--- src/rtl/wb_csr_master_pkg.sv ---
// Shared definitions for the Wishbone-to-CSR bridge.
//   CSR_AW_DEFAULT      default CSR word-address width
//   CSR_RD_LAT_DEFAULT  default CSR read latency (cycles, 1..3)
//   state_t             bridge FSM state encoding
package wb_csr_master_pkg;

  localparam int CSR_AW_DEFAULT     = 14;
  localparam int CSR_RD_LAT_DEFAULT = 1;

  typedef enum logic [2:0] {
    ST_IDLE     = 3'd0,
    ST_RD_WAIT  = 3'd1,
    ST_RMW_WAIT = 3'd2,
    ST_WRITE    = 3'd3,
    ST_ACK      = 3'd4
  } state_t;

endpackage

--- src/rtl/wb_csr_master_if.sv ---
// Wishbone classic single-cycle bus between the system interconnect
// (master modport) and a bridge acting as slave (slave modport).
//   wb_adr_i/wb_dat_i/wb_sel_i  address, write data, byte selects
//   wb_stb_i/wb_cyc_i/wb_we_i   strobe, cycle, write enable
//   wb_dat_o/wb_ack_o           read data, one-cycle acknowledge
interface wb_csr_master_if;

  logic [31:0] wb_adr_i;
  logic [31:0] wb_dat_i;
  logic [3:0]  wb_sel_i;
  logic        wb_stb_i;
  logic        wb_cyc_i;
  logic        wb_we_i;
  logic [31:0] wb_dat_o;
  logic        wb_ack_o;

  modport master (
    output wb_adr_i, wb_dat_i, wb_sel_i, wb_stb_i, wb_cyc_i, wb_we_i,
    input  wb_dat_o, wb_ack_o
  );

  modport slave (
    input  wb_adr_i, wb_dat_i, wb_sel_i, wb_stb_i, wb_cyc_i, wb_we_i,
    output wb_dat_o, wb_ack_o
  );

endinterface

--- src/rtl/csr_byte_merge.sv ---
// Combinational byte merge for read-modify-write on the CSR bus.
//   old_word  current register contents read from the peripheral
//   new_word  write data from the initiator
//   sel       byte selects; bit n picks new_word[8n+7:8n]
//   merged    resulting word to write back
module csr_byte_merge (
  input  logic [31:0] old_word,
  input  logic [31:0] new_word,
  input  logic [3:0]  sel,
  output logic [31:0] merged
);

  always_comb begin
    merged = old_word;
    for (int i = 0; i < 4; i++) begin
      if (sel[i]) merged[8*i +: 8] = new_word[8*i +: 8];
    end
  end

endmodule

--- src/rtl/wb_csr_master.sv ---
// Wishbone classic slave to CSR-bus master bridge. Full-word reads and
// writes map to single CSR accesses; partial byte-select writes become a
// read-modify-write so unselected bytes are preserved.
//   sys_clk, sys_rst_n  clock, async active-low reset
//   wb                  Wishbone slave side (wb_csr_master_if.slave)
//   csr_a/csr_we/csr_do CSR initiator address, write strobe, write data
//   csr_di              OR-ed read data from the CSR peripherals
//
// state       | meaning
// ST_IDLE     | waiting for a request; csr_a holds last address
// ST_RD_WAIT  | counting down CSR read latency for a read
// ST_RMW_WAIT | counting down read latency before the merged write
// ST_WRITE    | csr_we pulse in flight; ack issued on the next edge
// ST_ACK      | ack visible for one cycle; requests not sampled
module wb_csr_master
  import wb_csr_master_pkg::*;
#(
  parameter int CSR_AW = CSR_AW_DEFAULT,
  parameter int RD_LAT = CSR_RD_LAT_DEFAULT
) (
  input  logic              sys_clk,
  input  logic              sys_rst_n,
  wb_csr_master_if.slave    wb,
  output logic [CSR_AW-1:0] csr_a,
  output logic              csr_we,
  output logic [31:0]       csr_do,
  input  logic [31:0]       csr_di
);

  localparam logic [1:0] LAT = 2'(RD_LAT);

  state_t             state, state_nx;
  logic [1:0]         cnt, cnt_nx;
  logic [31:0]        wdat, wdat_nx;
  logic [3:0]         wsel, wsel_nx;
  logic               ack_q, ack_nx;
  logic [31:0]        dat_q, dat_nx;
  logic [CSR_AW-1:0]  a_nx;
  logic               we_nx;
  logic [31:0]        do_nx;
  logic [31:0]        merged;
  logic               req;

  // Address bits outside the CSR word address are deliberately ignored.
  logic unused_adr;
  assign unused_adr = ^{wb.wb_adr_i[31:CSR_AW+2], wb.wb_adr_i[1:0]};

  assign req = wb.wb_cyc_i & wb.wb_stb_i & ~ack_q;

  csr_byte_merge u_merge (
    .old_word (csr_di),
    .new_word (wdat),
    .sel      (wsel),
    .merged   (merged)
  );

  always_comb begin
    state_nx = state;
    cnt_nx   = cnt;
    wdat_nx  = wdat;
    wsel_nx  = wsel;
    ack_nx   = 1'b0;
    dat_nx   = dat_q;
    a_nx     = csr_a;
    we_nx    = 1'b0;
    do_nx    = csr_do;
    case (state)
      ST_IDLE: begin
        if (req) begin
          a_nx = wb.wb_adr_i[CSR_AW+1:2];
          if (!wb.wb_we_i) begin
            cnt_nx   = LAT;
            state_nx = ST_RD_WAIT;
          end else if (wb.wb_sel_i == 4'hF) begin
            do_nx    = wb.wb_dat_i;
            we_nx    = 1'b1;
            state_nx = ST_WRITE;
          end else if (wb.wb_sel_i == 4'h0) begin
            ack_nx   = 1'b1;
            state_nx = ST_ACK;
          end else begin
            wdat_nx  = wb.wb_dat_i;
            wsel_nx  = wb.wb_sel_i;
            cnt_nx   = LAT;
            state_nx = ST_RMW_WAIT;
          end
        end
      end
      ST_RD_WAIT: begin
        if (cnt == 2'd0) begin
          dat_nx   = csr_di;
          // An abandoned cycle still finishes its CSR access, but no ack.
          ack_nx   = wb.wb_cyc_i;
          state_nx = ST_ACK;
        end else begin
          cnt_nx = cnt - 2'd1;
        end
      end
      ST_RMW_WAIT: begin
        if (cnt == 2'd0) begin
          do_nx    = merged;
          we_nx    = 1'b1;
          state_nx = ST_WRITE;
        end else begin
          cnt_nx = cnt - 2'd1;
        end
      end
      ST_WRITE: begin
        ack_nx   = wb.wb_cyc_i;
        state_nx = ST_ACK;
      end
      ST_ACK: begin
        state_nx = ST_IDLE;
      end
      default: begin
        state_nx = ST_IDLE;
      end
    endcase
  end

  always_ff @(posedge sys_clk or negedge sys_rst_n) begin
    if (!sys_rst_n) begin
      state  <= ST_IDLE;
      cnt    <= 2'd0;
      wdat   <= 32'd0;
      wsel   <= 4'd0;
      ack_q  <= 1'b0;
      dat_q  <= 32'd0;
      csr_a  <= '0;
      csr_we <= 1'b0;
      csr_do <= 32'd0;
    end else begin
      state  <= state_nx;
      cnt    <= cnt_nx;
      wdat   <= wdat_nx;
      wsel   <= wsel_nx;
      ack_q  <= ack_nx;
      dat_q  <= dat_nx;
      csr_a  <= a_nx;
      csr_we <= we_nx;
      csr_do <= do_nx;
    end
  end

  assign wb.wb_ack_o = ack_q;
  assign wb.wb_dat_o = dat_q;

endmodule
--- src/flat_wrapper.sv ---
// flat-port wrapper written by rule: the top's interface ports become plain ports
module wb_csr_master_flat import wb_csr_master_pkg::*;
#(
  parameter int CSR_AW = CSR_AW_DEFAULT,
  parameter int RD_LAT = CSR_RD_LAT_DEFAULT
)
  (sys_clk, sys_rst_n, csr_a, csr_we, csr_do, csr_di, wb_wb_adr_i, wb_wb_dat_i, wb_wb_sel_i, wb_wb_stb_i, wb_wb_cyc_i, wb_wb_we_i, wb_wb_dat_o, wb_wb_ack_o);
  wb_csr_master_if wb_i ();
  input  logic sys_clk;
  input  logic sys_rst_n;
  output logic [CSR_AW-1:0] csr_a;
  output logic csr_we;
  output logic [31:0] csr_do;
  input  logic [31:0] csr_di;
  input wire logic [$bits(wb_i.wb_adr_i)-1:0] wb_wb_adr_i;
  input wire logic [$bits(wb_i.wb_dat_i)-1:0] wb_wb_dat_i;
  input wire logic [$bits(wb_i.wb_sel_i)-1:0] wb_wb_sel_i;
  input wire logic [$bits(wb_i.wb_stb_i)-1:0] wb_wb_stb_i;
  input wire logic [$bits(wb_i.wb_cyc_i)-1:0] wb_wb_cyc_i;
  input wire logic [$bits(wb_i.wb_we_i)-1:0] wb_wb_we_i;
  output wire logic [$bits(wb_i.wb_dat_o)-1:0] wb_wb_dat_o;
  output wire logic [$bits(wb_i.wb_ack_o)-1:0] wb_wb_ack_o;
  assign wb_i.wb_adr_i = wb_wb_adr_i;
  assign wb_i.wb_dat_i = wb_wb_dat_i;
  assign wb_i.wb_sel_i = wb_wb_sel_i;
  assign wb_i.wb_stb_i = wb_wb_stb_i;
  assign wb_i.wb_cyc_i = wb_wb_cyc_i;
  assign wb_i.wb_we_i = wb_wb_we_i;
  assign wb_wb_dat_o = wb_i.wb_dat_o;
  assign wb_wb_ack_o = wb_i.wb_ack_o;
  wb_csr_master #(.CSR_AW(CSR_AW), .RD_LAT(RD_LAT)) u_core (.sys_clk(sys_clk), .sys_rst_n(sys_rst_n), .wb(wb_i), .csr_a(csr_a), .csr_we(csr_we), .csr_do(csr_do), .csr_di(csr_di));
endmodule
--- config.mk ---
export PLATFORM = sky130hd
export DESIGN_NAME = wb_csr_master_flat
export DESIGN_NICKNAME = d
export VERILOG_FILES = /design/src/rtl/wb_csr_master_pkg.sv /design/src/rtl/wb_csr_master_if.sv /design/src/rtl/csr_byte_merge.sv /design/src/rtl/wb_csr_master.sv /design/src/flat_wrapper.sv
export SDC_FILE = /design/constraint.sdc
export NUM_CORES = 1
export LEC_CHECK = 0
export CORE_MARGIN = 5
export CORE_UTILIZATION = 46
export CTS_CLUSTER_SIZE = 24
export DETAILED_ROUTE_END_ITERATION = 12
export GPL_TIMING_DRIVEN = 0
export PLACE_DENSITY = 0.78
export SYNTH_ARGS = -nofsm -noshare
export SYNTH_HDL_FRONTEND = slang
export SYNTH_SLANG_ARGS = --single-unit
--- constraint.sdc ---
create_clock -name sys_clk -period 2.6 [get_ports sys_clk]
set_input_delay 0.26 -clock sys_clk [delete_from_list [all_inputs] [get_ports sys_clk]]
set_output_delay 0.26 -clock sys_clk [all_outputs]
set_load 0.05 [all_outputs]
==> results.yml <==
global_route:
  grt_overflow: 0
  met3_usage_pct: 6.08
  grt_pass1_wl_um: 23600
  first_global_vias: 4476
  grt_max_degree: 101
  antenna_found_initial: 0
  use_met1_pct: 25.4
  met2_usage_pct: 35.6
  busiest_layer: "met2"
  gr-usage-all-layers_pct: 21.2
pwr:
  swShare_pct: 42.2
  peakVddDrop_uv: 815
  p_sw_mw: 4.78
  power.density_nw_per_um2: 1420
  clkPwrFrac_pct: 19.6
  power_mw: 11.3
  leakagePower_nw: 3.57
  internal_power_mw: 6.54
  comb_power_share_pct: 51.5
  p_seq_share_pct: 29.0
setup_path:
  critPathRequiredTime_ps: 2890
  cp_num_buf_inv: 3
  slowest_delay_ps: 380
  cp_data_arrival_time_ps: 2500
  path_class: "reg2reg"
  cp-start-kind: "flop"
  path_cells: "inv_1, ha_1, nor4bb_1, clkbuf_1, buf_2, mux2_2"
  critical-path-top-delay-family: "buffers and inverters"
  critical_path.slowest_cell: "mux2_2"
  worst_setup_path_end_kind: "flop"
  critPathMaxFanout: 10
placement:
  gp_routability_congestion: 0.833
  pre_cts_ws_ps: 385
  dpl.hpwl_um: 10200
  io_buffers: 166
timing:
  setup_ws_ps: 387
  worst_pin_slew_ps: 775
  rsz0062_at_grt: "no"
  finalSetupViolCount: 0
  fin_crit_ps: 2210
  hold_viol: 0
  timing.fmax_mhz: 452
  tns_ps: 0
  finalCritPeriodShare_pct: 85.1
  clock-skew-final_ps: 5.59
  slew_viol_final: 0
  slew_headroom_pct: 48.4
routing:
  via_per_inst: 5.10
  num_vias: 4092
  drt_first_pass_iters: 4
  drtIter0Drc: 253
  avgRoutedWirePerCell_um: 18.1
  ant_nets: 0
  drc_errors: 0
  wl_um: 14500
floorplanning:
  die_y_um: 120
  fp.coreArea_um2: 11900
  pin_count: 185
  die_w_um: 120
  initial_core_util_pct: 46.4
  dieArea_um2: 14300
  rows: 40
logic_synthesis:
  synth_commonest_cells: "121 x dfrtp_1, 75 x nand2_1, 65 x mux2i_1"
  yosysMostFrequentCell: "dfrtp_1"
  synth_ff_type: "dfrtp_1"
  synth_seq_cells: 121
  synth_top_cell_area_share_pct: 54.8
  synth_edf_count: 0
  yosys.area.top_type: "dfrtp_1"
  ys_seq_area_share_pct: 54.8
  synth_fp_nets: 561
  synth_warnings: 0
  syn_inst: 455
  yosysUniqueCellTypes: 36
  netlist_area_um2: 5530
  postSynth.asyncResetShare_pct: 100
  yosys-top-cells-area: "dfrtp_1 55%, mux2i_1 12%, mux2_2 7.3%"
  synth_area_per_cell_um2: 12.2
run_status:
  status: "completed"
cts:
  cts.sinks: 121
  cts-root-buf: "clkbuf_16"
  clkTransAtPathRegs_ps: 50
  cts_max_path_buffers: 2
  clk_latency_ps: 410
  cts_buffers: 17
  cts_tree: "done"
  htreeDepth: 4
  post_cts_buffers: 0
min_path:
  hp-class: "in2async"
layout:
  nets: 748
  diodes: 0
  area.growth.synth_to_final_pct: 44.2
  drive_above_1_share_pct: 16.8
  utilization_pct: 66.9
job:
  cap_violations: 0
state kept, by name, indices dropped and copies added, names as in the netlist:
| signal | flops |
|---|---|
| u_core.csr_do | 32 |
| u_core.wb.wb_ack_o | 1 |
| u_core.csr_a | 14 |
| u_core.wdat | 32 |
| u_core.csr_we | 1 |
| u_core.wb.wb_dat_o | 32 |
| u_core.state | 3 |
| u_core.cnt | 2 |
| u_core.wsel | 4 |
through the flow:
| stage | cells | instance area (um^2) | hold slack (ps) |
|---|---|---|---|
| after floorplan | 455 | 5530 | -35.6 |
| after detailed placement | 769 | 7400 | 125 |
| after global routing | 802 | 7970 | 279 |
| final | 802 | 7970 | 262 |
| after global placement | 768 | 7370 | 456 |
| after CTS | 802 | 7970 | 255 |
final timing paths:
check / start / end / slack, ps / depth (start not counted)
max in group asynchronous: sys_rst_n / u_core.wb.wb_dat_o[21] / 1570 / 3
max reg2reg: u_core.cnt[0] / u_core.wb.wb_dat_o[29] / 390 / 6
min reg2reg: u_core.csr_a[10] / u_core.csr_a[10] / 470 / 2
min: sys_rst_n / u_core.csr_a[3] / 260 / 2
max: u_core.cnt[0] / u_core.wb.wb_dat_o[29] / 390 / 6
min in group sys_clk: wb_wb_adr_i[2] / u_core.csr_a[0] / 370 / 3
metal layers:
metal / vias up / share of wire, %
met4: 0 / 2.9
li1: 1918 / -
met5: - / 0
met2: 121 / 51
met1: 2018 / 41
met3: 35 / 5.4
power by group through the flow:
stage	clock [mW]	combinational [mW]	sequential (mW)
after global routing	2.37	6.16	3.40
after detailed placement	0	5.85	3.30
final	2.22	5.83	3.28
after global placement	0	5.73	3.25
after floorplan	0	1.92	5.30
after CTS	2.26	5.89	3.29
cell families (layout without fill, tap and decap cells):
| logic type | count (synthesis) | after routing | share of synthesized area, % |
|---|---|---|---|
| AO/OA/AOI/OAI | 46 | 46 | 4.80 |
| XOR/XNOR | 1 | 1 | 0.158 |
| adder cells (fa/ha/maj) | 1 | 1 | 0.226 |
| buffers and inverters | 64 | 264 | 5.43 |
| flip-flops | 121 | 121 | 54.8 |
| multiplexers | 130 | 130 | 26.8 |
| AND/OR/NAND/NOR | 92 | 92 | 7.78 |
final cells by class:
cell class	count	area [um^2]
buffer	27	161
clock buffer	31	528
clock inverter	1	30.0
fill	918	3940
inverter	37	139
multi-input combinational	270	2200
sequential	121	3030
tap	147	184
timing repair buffer	168	1700
layout by cell type (no fill, tap or decap), drive strengths merged, types with 2 or more instances in the layout:
cell type / synthesis / final
clkbuf: 11 / 42
o22a: 3 / 3
nor2: 2 / 2
inv: 37 / 37
a21oi: 4 / 4
mux2: 65 / 65
clkdlybuf4s50: 0 / 165
dfrtp: 121 / 121
nand2: 75 / 75
mux2i: 65 / 65
buf: 16 / 18
o21ai: 33 / 33
nor3: 5 / 5
timing repair:
item | 4_1_cts | 5_1_grt
hold buffers | 1 | 0
resized for setup | 0 | 0
endpoints found under the hold margin | 21 | 0
Power figures use the tool's default switching activity.
